$ cat src/rtl/sdram_arb_pkg.sv
// Shared types, default widths and the round-robin pick for the SDRAM port arbiter.
package sdram_arb_pkg;

    localparam int DEF_NUM_PORTS   = 3;
    localparam int DEF_ADDR_W      = 25;
    localparam int DEF_DATA_W      = 16;
    localparam int DEF_MAX_PENDING = 8;
    localparam int MAX_PORTS       = 8;

    function automatic int id_width(input int n);
        return (n > 1) ? $clog2(n) : 1;
    endfunction

    localparam int PORT_ID_W = id_width(DEF_NUM_PORTS);
    localparam int PTR_W     = id_width(DEF_MAX_PENDING);

    typedef enum logic {
        ST_ARB   = 1'b0,
        ST_ISSUE = 1'b1
    } arb_state_t;

    // First set bit of elig at or after ptr, wrapping modulo n.
    function automatic int rr_pick(input logic [MAX_PORTS-1:0] elig, input int ptr, input int n);
        int  pick;
        int  idx;
        bit  found;
        pick  = 0;
        found = 1'b0;
        for (int k = 0; k < MAX_PORTS; k++) begin
            idx = ptr + k;
            if (idx >= n) idx = idx - n;
            if (k < n && !found && elig[idx[$clog2(MAX_PORTS)-1:0]]) begin
                pick  = idx;
                found = 1'b1;
            end
        end
        return pick;
    endfunction

endpackage

$ cat src/rtl/sdram_tag_fifo.sv
// In-order FIFO of issuing-port ids for outstanding reads; first-word fall-through.
module sdram_tag_fifo
    import sdram_arb_pkg::*;
#(
    parameter int WIDTH = PORT_ID_W,
    parameter int DEPTH = DEF_MAX_PENDING
) (
    input  logic             clk,
    input  logic             rst,
    input  logic             push,
    input  logic             pop,
    input  logic [WIDTH-1:0] din,
    output logic [WIDTH-1:0] dout,
    output logic             full,
    output logic             empty
);

    localparam int AW = id_width(DEPTH);

    logic [WIDTH-1:0] r_mem [DEPTH];
    logic [AW-1:0]    r_wr_ptr;
    logic [AW-1:0]    r_rd_ptr;
    logic [AW:0]      r_count;
    logic             w_do_push;
    logic             w_do_pop;

    assign full      = (r_count == (AW+1)'(DEPTH));
    assign empty     = (r_count == '0);
    assign w_do_push = push & ~full;
    assign w_do_pop  = pop & ~empty;
    assign dout      = r_mem[r_rd_ptr];

    always_ff @(posedge clk) begin
        if (w_do_push) r_mem[r_wr_ptr] <= din;
    end

    // DEPTH is a power of two, so the pointers wrap by natural overflow.
    always_ff @(posedge clk or posedge rst) begin
        if (rst) begin
            r_wr_ptr <= '0;
            r_rd_ptr <= '0;
            r_count  <= '0;
        end else begin
            if (w_do_push) r_wr_ptr <= r_wr_ptr + 1'b1;
            if (w_do_pop)  r_rd_ptr <= r_rd_ptr + 1'b1;
            case ({w_do_push, w_do_pop})
                2'b10:   r_count <= r_count + 1'b1;
                2'b01:   r_count <= r_count - 1'b1;
                default: r_count <= r_count;
            endcase
        end
    end

endmodule

$ cat src/rtl/sdram_port_arbiter.sv
// Round-robin N-port Avalon-MM front end for one SDRAM controller slave,
// routing pipelined read data back to the issuing port through a tag FIFO.
module sdram_port_arbiter
    import sdram_arb_pkg::*;
#(
    parameter int NUM_PORTS   = DEF_NUM_PORTS,
    parameter int ADDR_W      = DEF_ADDR_W,
    parameter int DATA_W      = DEF_DATA_W,
    parameter int MAX_PENDING = DEF_MAX_PENDING
) (
    input  logic                          clk_clk,
    input  logic                          reset_reset,
    input  logic [NUM_PORTS*ADDR_W-1:0]   p_address,
    input  logic [NUM_PORTS*DATA_W/8-1:0] p_byteenable_n,
    input  logic [NUM_PORTS-1:0]          p_chipselect,
    input  logic [NUM_PORTS*DATA_W-1:0]   p_writedata,
    input  logic [NUM_PORTS-1:0]          p_read_n,
    input  logic [NUM_PORTS-1:0]          p_write_n,
    output logic [DATA_W-1:0]             p_readdata,
    output logic [NUM_PORTS-1:0]          p_readdatavalid,
    output logic [NUM_PORTS-1:0]          p_waitrequest,
    output logic [ADDR_W-1:0]             m_address,
    output logic [DATA_W/8-1:0]           m_byteenable_n,
    output logic                          m_chipselect,
    output logic [DATA_W-1:0]             m_writedata,
    output logic                          m_read_n,
    output logic                          m_write_n,
    input  logic [DATA_W-1:0]             m_readdata,
    input  logic                          m_readdatavalid,
    input  logic                          m_waitrequest,
    output logic                          err_orphan
);

    localparam int BE_W = DATA_W / 8;
    localparam int ID_W = id_width(NUM_PORTS);

    arb_state_t            r_state;
    arb_state_t            w_state_next;
    logic [ID_W-1:0]       r_grant;
    logic [ID_W-1:0]       r_rr_ptr;
    logic                  r_is_read;
    logic [ADDR_W-1:0]     r_addr_hold;
    logic [DATA_W-1:0]     r_wdata_hold;
    logic [BE_W-1:0]       r_be_hold;
    logic                  r_err_orphan;

    logic [NUM_PORTS-1:0]  w_req;
    logic [NUM_PORTS-1:0]  w_rd;
    logic [NUM_PORTS-1:0]  w_elig;
    logic [MAX_PORTS-1:0]  w_elig_pad;
    logic [ID_W-1:0]       w_pick;
    logic                  w_any_elig;
    logic                  w_accept;
    logic                  w_push;
    logic                  w_pop;
    logic                  w_fifo_full;
    logic                  w_fifo_empty;
    logic [ID_W-1:0]       w_fifo_dout;
    logic [ADDR_W-1:0]     w_sel_addr;
    logic [DATA_W-1:0]     w_sel_wdata;
    logic [BE_W-1:0]       w_sel_be;

    // Read wins when a port asserts both strobes; reads need a free tag slot.
    genvar gi;
    generate
        for (gi = 0; gi < NUM_PORTS; gi++) begin : g_req
            assign w_rd[gi]   = p_chipselect[gi] & ~p_read_n[gi];
            assign w_req[gi]  = p_chipselect[gi] & (~p_read_n[gi] | ~p_write_n[gi]);
            assign w_elig[gi] = w_req[gi] & (~w_rd[gi] | ~w_fifo_full);
        end
    endgenerate

    assign w_any_elig  = |w_elig;
    assign w_accept    = (r_state == ST_ISSUE) & ~m_waitrequest;
    assign w_push      = w_accept & r_is_read;
    assign w_pop       = m_readdatavalid & ~w_fifo_empty;
    assign w_sel_addr  = p_address[r_grant*ADDR_W +: ADDR_W];
    assign w_sel_wdata = p_writedata[r_grant*DATA_W +: DATA_W];
    assign w_sel_be    = p_byteenable_n[r_grant*BE_W +: BE_W];
    assign err_orphan  = r_err_orphan;
    assign p_readdata  = reset_reset ? '0 : m_readdata;

    always_comb begin
        w_elig_pad                = '0;
        w_elig_pad[NUM_PORTS-1:0] = w_elig;
        w_pick                    = ID_W'(rr_pick(w_elig_pad, int'(r_rr_ptr), NUM_PORTS));
    end

    always_ff @(posedge clk_clk or posedge reset_reset) begin
        if (reset_reset) r_state <= ST_ARB;
        else             r_state <= w_state_next;
    end

    always_comb begin
        w_state_next = r_state;
        case (r_state)
            ST_ARB:   if (w_any_elig) w_state_next = ST_ISSUE;
            ST_ISSUE: if (!m_waitrequest) w_state_next = ST_ARB;
            default:  w_state_next = ST_ARB;
        endcase
    end

    // Strobes follow the command type latched at grant, so a master that drops
    // its request mid-wait still sees the original command complete.
    always_comb begin
        m_chipselect   = 1'b0;
        m_read_n       = 1'b1;
        m_write_n      = 1'b1;
        m_address      = r_addr_hold;
        m_writedata    = r_wdata_hold;
        m_byteenable_n = r_be_hold;
        p_waitrequest  = '1;
        if (r_state == ST_ISSUE) begin
            m_chipselect           = 1'b1;
            m_read_n               = ~r_is_read;
            m_write_n              = r_is_read;
            m_address              = w_sel_addr;
            m_writedata            = w_sel_wdata;
            m_byteenable_n         = w_sel_be;
            p_waitrequest[r_grant] = m_waitrequest;
        end
    end

    always_comb begin
        p_readdatavalid = '0;
        if (w_pop) p_readdatavalid[w_fifo_dout] = 1'b1;
    end

    always_ff @(posedge clk_clk or posedge reset_reset) begin
        if (reset_reset) begin
            r_grant      <= '0;
            r_rr_ptr     <= '0;
            r_is_read    <= 1'b0;
            r_addr_hold  <= '0;
            r_wdata_hold <= '0;
            r_be_hold    <= '1;
            r_err_orphan <= 1'b0;
        end else begin
            if (r_state == ST_ARB && w_any_elig) begin
                r_grant   <= w_pick;
                r_is_read <= w_rd[w_pick];
            end
            if (r_state == ST_ISSUE) begin
                r_addr_hold  <= w_sel_addr;
                r_wdata_hold <= w_sel_wdata;
                r_be_hold    <= w_sel_be;
            end
            if (w_accept) begin
                r_rr_ptr <= (r_grant == ID_W'(NUM_PORTS - 1)) ? '0 : r_grant + 1'b1;
            end
            if (m_readdatavalid && w_fifo_empty) r_err_orphan <= 1'b1;
        end
    end

    sdram_tag_fifo #(
        .WIDTH (ID_W),
        .DEPTH (MAX_PENDING)
    ) u_tag_fifo (
        .clk   (clk_clk),
        .rst   (reset_reset),
        .push  (w_push),
        .pop   (w_pop),
        .din   (r_grant),
        .dout  (w_fifo_dout),
        .full  (w_fifo_full),
        .empty (w_fifo_empty)
    );

endmodule

$ cat config.mk
export PLATFORM = sky130hd
export DESIGN_NAME = sdram_port_arbiter
export DESIGN_NICKNAME = d
export VERILOG_FILES = /design/src/rtl/sdram_arb_pkg.sv /design/src/rtl/sdram_tag_fifo.sv /design/src/rtl/sdram_port_arbiter.sv
export SDC_FILE = /design/constraint.sdc
export NUM_CORES = 1
export LEC_CHECK = 0
export ABC_AREA = 1
export BUFFER_PORTS_ARGS = -buffer_cell sky130_fd_sc_hd__buf_2
export CORE_MARGIN = 2
export CORE_UTILIZATION = 30
export CTS_BUF_LIST = sky130_fd_sc_hd__clkbuf_4
export CTS_CLUSTER_SIZE = 16
export DETAILED_ROUTE_END_ITERATION = 6
export GPL_ROUTABILITY_DRIVEN = 0
export HOLD_SLACK_MARGIN = 0.05
export PLACE_DENSITY = 0.65
export RECOVER_POWER = 50
export SLEW_MARGIN = 0
export SYNTH_ARGS = -nofsm -noshare
export SYNTH_HDL_FRONTEND = slang
export SYNTH_SLANG_ARGS = --single-unit
$ cat constraint.sdc
create_clock -name clk_clk -period 5.5 [get_ports clk_clk]
set_input_delay 1.1 -clock clk_clk [delete_from_list [all_inputs] [get_ports clk_clk]]
set_output_delay 1.1 -clock clk_clk [all_outputs]
set_load 0.02 [all_outputs]
==> impl_metrics.ini, run 1 <==
[status]
outcome = finished, violations left
violations = max-capacitance violations, max-slew violations

[yosys]
seq_area_frac_synth = 0.482
ys_seq_elements = 76
synth_most_common_cell = nor2_1
netlist-cell-type-count = 37
syn_inst = 489
syn-cell-area_um2 = 4110
async_flop_share = 0.789
yosysTopAreaCell = dfrtp_1
syn-num-nets = 657
yosysWarnings = 0
yosys-top-cells-count = nor2_1 (91), nand2_1 (89), dfrtp_1 (58)
synth_edf_count = 16
synth_top_area_share = 0.353
syn_area_per_cell_um2 = 8.41
synth_ff_type = dfrtp_1
synth_area_leaders = dfrtp_1 (35%), edfxtp_1 (12%), nor2_1 (8.3%)

[pwr]
ir_worst_vdd_mv = 0.265
p_leak_nw = 2.73
power_density_nw_per_um2 = 603

[die]
die_h_um = 121
fp.dieW_um = 121
io_pins = 227
row_count = 42
start_util = 0.309
core_um2 = 13300
die_area_um2 = 14700

[hold_path]
holdCritPathClass = reg2reg
holdPathEnd = err_orphan
worstHoldStart = err_orphan
whs_path_depth = 1

[worst_setup_path]
regToRegEndpoint = u_tag_fifo.r_count[3]
cp.arrival_ns = 2.92
reg2reg_slack_ns = 1.98
worst-path-max-fanout = 50
worstPathRequired_ns = 4.40
rr_worst_depth = 12
rr_startpoint = r_state
cp-start-kind = flop
crit_type = reg2out
worstSetupEndpointType = output port

[layout]
final_area_um2 = 5540
finalNonFillerCells = 884
nFillCells = 1377
fin_nets = 870
layout-drive-gt1-share = 0.369
utilization = 0.417
syn_to_final_growth_pct = 34.6

[grt]
first_global_vias = 3941
grt_max_degree = 51
grt_usage = 0.169
grt_pass1_wl_mm = 19.3
antenna_found_initial = 1
grt.overflow.total = 0

[clock_tree]
numCtsBuffers = 9
clkLatencyLatePin_ns = 0.46
ctsResizeCount = 0
hold_buffers = 0
clockBufferDepth = 2
postCtsSetupRepairBufs = 0
clk_pin_slew_worst_paths_ns = 0.15
htree_levels = 3
cts.sinks = 76
cts_tree = built
clock-root-buffer = clkbuf_4

[route]
wl_mm = 12.2
dr.pass1.iters = 4
drtIter0Drc = 188
drcViolationCount = 0
wl_per_cell_um = 13.8
ant_nets = 0
num_vias = 4170
vias_per_cell = 4.72

[sta]
finalMaxSlewViolations = 44
skew_ns = 0.0274
setup_viol = 0
final.period_utilization = 0.731
hold_viol = 0
fmax_mhz = 249
tns_ns = 0
finalCriticalPeriod_ns = 4.02
worst_pin_slew_ns = 2.44
relSlewSlack = -0.628
rsz0062_at_grt = false

[place]
dp_hpwl_mm = 8.90
dp.cells = 867
placed_cell_area_um2 = 5400
io_buffers = 226

[flow_run]
maxCapViolations = 1
## state kept, by name (all words and copies together), names as in the netlist
register	count
r_addr_hold	25
u_tag_fifo.r_count	4
r_state	1
err_orphan	1
u_tag_fifo.r_mem	16
r_grant	2
r_wdata_hold	16
u_tag_fifo.r_wr_ptr	3
u_tag_fifo.r_rd_ptr	3
r_rr_ptr	2
r_is_read	1
r_be_hold	2
## worst max-delay path by stage
stage	startpoint	end	cells past startpoint
4_1_cts	r_grant[1]	m_address[9]	5
3_5_place_dp	r_grant[1]	m_address[9]	5
2_1_floorplan	m_readdatavalid	p_readdatavalid[2]	4
5_1_grt	reset_reset	r_wdata_hold[14]	3
3_3_place_gp	r_grant[0]	m_address[24]	5
6_report	r_state	m_writedata[4]	4
## metrics by stage
| step | setup slack [ns] | power, mW | hold WS, ns |
|---|---|---|---|
| floorplan | 2.34 | 2.39 | 0.492 |
| global placement | 2.06 | 2.99 | 0.460 |
| detailed placement | 2.09 | 3.00 | 0.466 |
| CTS | 1.51 | 3.40 | 0.505 |
| global route | 1.03 | 3.64 | 0.533 |
| finish | 1.48 | 3.34 | 0.507 |
## layout make-up
class	instances	area, µm²	area share
sequential	76	1980	0.358
multi-input combinational	342	1860	0.337
timing repair buffer	228	1140	0.206
tap	176	220	0.0398
inverter	45	169	0.0305
clock inverter	7	90.1	0.0163
clock buffer	9	67.6	0.0122
antenna	1	2.50	0.000452
## power by group
part / total (mW) / switching, mW / internal (mW) / leakage [nW]
sequential: 1.01 / 0.179 / 0.835 / 0.845
combinational: 1.94 / 1.29 / 0.649 / 1.80
clock: 0.383 / 0.234 / 0.149 / 0.0847
## layer usage
layer,wire length (µm),vias to the layer above,track usage
met5,0,-,0
met4,181,0,0.0552
met3,937,14,0.0465
met2,5930,165,0.280
met1,5150,1890,0.212
li1,-,2101,-
## worst max-delay path, cell delays in order (launching register included)
cell and delay, ns:
dfrtp_1 1.27, buf_4 0.60, nor2_1 0.12, a41oi_1 0.23, buf_2 0.22
## cell usage in the layout (no fill, tap or decap), types with 2 or more instances in the layout
| cell type | Yosys | final |
|---|---|---|
| a21oi_1 | 4 | 5 |
| a22oi_1 | 40 | 40 |
| a31oi_1 | 41 | 41 |
| a41oi_1 | 2 | 2 |
| buf_2 | 2 | 224 |
| clkbuf_1 | 24 | 3 |
| clkbuf_4 | 0 | 9 |
| dfrtp_1 | 58 | 58 |
| dfstp_2 | 2 | 2 |
| edfxtp_1 | 16 | 16 |
| ha_1 | 9 | 9 |
| inv_1 | 44 | 44 |
| inv_6 | 0 | 4 |
| nand2_1 | 89 | 90 |
| nand2_2 | 5 | 4 |
| nand3_1 | 14 | 15 |
| nand3_2 | 4 | 3 |
| nand4_1 | 5 | 5 |
| nor2_1 | 91 | 89 |
| nor2_4 | 4 | 6 |
| o21ai_0 | 10 | 10 |
| o32ai_1 | 3 | 3 |
| xor2_1 | 5 | 5 |
## kinds of logic after synthesis
group                      count (synthesis)  share of synthesized area
AOI/OAI and AO/OA                        109                      0.181
xor gates and xnor gates                   6                     0.0128
and+or+nand+nor                          216                      0.224
adders and majority gates                 10                     0.0322
DFF                                       76                      0.482
muxes                                      1                    0.00243
buffers and inverters                     71                     0.0654
(Power assumes the default switching activity.)
==> run 2: changes to the inputs <==
clock period = 3.8 ns   (was 5.5 ns; I/O delays follow)
==> impl_metrics.ini, run 2 (synthesis results as in run 1) <==
[route]
num_vias = 4161
dr.pass1.iters = 5
wl_per_cell_um = 13.6
drtIter0Drc = 217
drcViolationCount = 0
vias_per_cell = 4.68
ant_nets = 0
wl_mm = 12.1

[sta]
fin_ws_ns = 0.550
rsz0062_at_grt = false
fmax_mhz = 308
holdWs_ns = 0.501
skew_ns = 0.0254
final.period_utilization = 0.855
hold_viol = 0
finalMaxSlewViolations = 0
worst_pin_slew_ns = 1.23
relSlewSlack = 0.179
tns_ns = 0
finalCriticalPeriod_ns = 3.25
setup_viol = 0

[grt]
antenna_found_initial = 1
grt_pass1_wl_mm = 19.1
grt_max_degree = 90
first_global_vias = 4030
grt.overflow.total = 0
grt_usage = 0.166

[pwr]
p_leak_nw = 2.74
power_density_nw_per_um2 = 862
clkPwrFrac = 0.095
total_power_mw = 4.79
ir_worst_vdd_mv = 0.443
swShare = 0.514
combPwrFrac = 0.611
p_seq_frac = 0.294
p_sw_mw = 2.46
cellInternalPower_mw = 2.33

[worst_setup_path]
cp-start-kind = flop
cp.arrival_ns = 2.49
crit_type = reg2out
worstPathRequired_ns = 3.04
critPathMaxStageDelay_ns = 0.66
worstSetupEndpointType = output port
slowest_stage = dfrtp_1
worstPathCellList = inv_1 > nor2_4 > buf_4 > a22oi_1 > a31oi_1 > buf_2
cp_top_family = buffers and inverters
cp_num_buf_inv = 3
worst-path-max-fanout = 17

[layout]
mostFrequentLayoutCells = buf_2 (224), nand2_1 (90), nor2_1 (89)
layout_commonest_cell = buf_2
nFillCells = 1429
top_regs = r_addr_hold (25), r_wdata_hold (16), u_tag_fifo.r_mem (16)
fin_nets = 876
largest_reg_flops = 25
syn_to_final_growth_pct = 35.1
layout-drive-gt1-share = 0.374
top_register = r_addr_hold

[die]
die_h_um = 121
core_um2 = 13300
start_util = 0.309
row_count = 42
fp.dieW_um = 121
io_pins = 227
die_area_um2 = 14700

[clock_tree]
clock-root-buffer = clkbuf_4
cts.sinks = 76
ctsResizeCount = 0
clk_pin_slew_worst_paths_ns = 0.14
postCtsSetupRepairBufs = 0
numCtsBuffers = 9
hold_buffers = 0
cts_tree = built
clockBufferDepth = 2
clkLatencyLatePin_ns = 0.43
htree_levels = 3

[status]
outcome = complete, no violations

[flow_run]
maxCapViolations = 0

[place]
dp_hpwl_mm = 9.32
pre_cts_slack_ns = 0.946
io_buffers = 226

[hold_path]
holdCritPathClass = reg2reg
[run 2: final timing paths]
kind / startpoint / endpoint / slack [ns] / depth (start not counted)
min in group asynchronous: reset_reset / u_tag_fifo.r_count[3] / 0.70 / 2
hold reg to reg: err_orphan / err_orphan / 0.50 / 1
max in group asynchronous: reset_reset / r_state / 1.46 / 3
hold / removal: err_orphan / err_orphan / 0.50 / 1
setup / recovery: r_grant[0] / m_address[21] / 0.55 / 6
setup reg to reg: u_tag_fifo.r_count[1] / u_tag_fifo.r_count[3] / 1.04 / 11
[run 2: metal layers]
| metal | vias to the layer above | track usage | share of wire |
|---|---|---|---|
| li1 | 2117 | - | - |
| met1 | 1882 | 0.214 | 0.44 |
| met2 | 144 | 0.269 | 0.47 |
| met3 | 18 | 0.0348 | 0.061 |
| met4 | 0 | 0.0705 | 0.022 |
| met5 | - | 0 | 0 |
[run 2: cell type report]
| class | instances | area (µm²) | area share |
|---|---|---|---|
| clock inverters | 7 | 50.0 | 0.00900 |
| diodes | 1 | 2.50 | 0.000450 |
| flip-flops and latches | 76 | 1990 | 0.357 |
| inverters | 45 | 169 | 0.0304 |
| well taps | 176 | 220 | 0.0396 |
| clock buffers | 9 | 67.6 | 0.0122 |
| multi-input cells | 342 | 1870 | 0.336 |
| repair buffers | 234 | 1190 | 0.215 |
[run 2: power by group through the flow]
stage	Clock (mW)	Combinational [mW]	Sequential, mW
2_1_floorplan	0	2.09	1.37
3_3_place_gp	0	2.93	1.42
3_5_place_dp	0	2.97	1.43
4_1_cts	0.478	2.97	1.42
5_1_grt	0.512	3.26	1.46
6_report	0.454	2.93	1.41
[run 2: worst reg2reg max path, cell delays in order, from the launching register on]
cell and delay, ns:
dfrtp_1 0.45, nor2_1 0.47, a21oi_1 0.34, ha_1 0.34
ha_1 0.33, nand2_1 0.10, nor2_1 0.04, a211oi_1 0.24
nor2_1 0.07, nor2_1 0.09, nand2_1 0.07, xor2_1 0.14
[run 2: per-stage QoR]
stage,util,instances,area [µm²]
floorplan,-,489,4110
global placement,0.411,873,5460
detailed placement,0.411,873,5460
CTS,0.420,889,5580
global route,0.418,890,5560
finish,0.418,890,5560
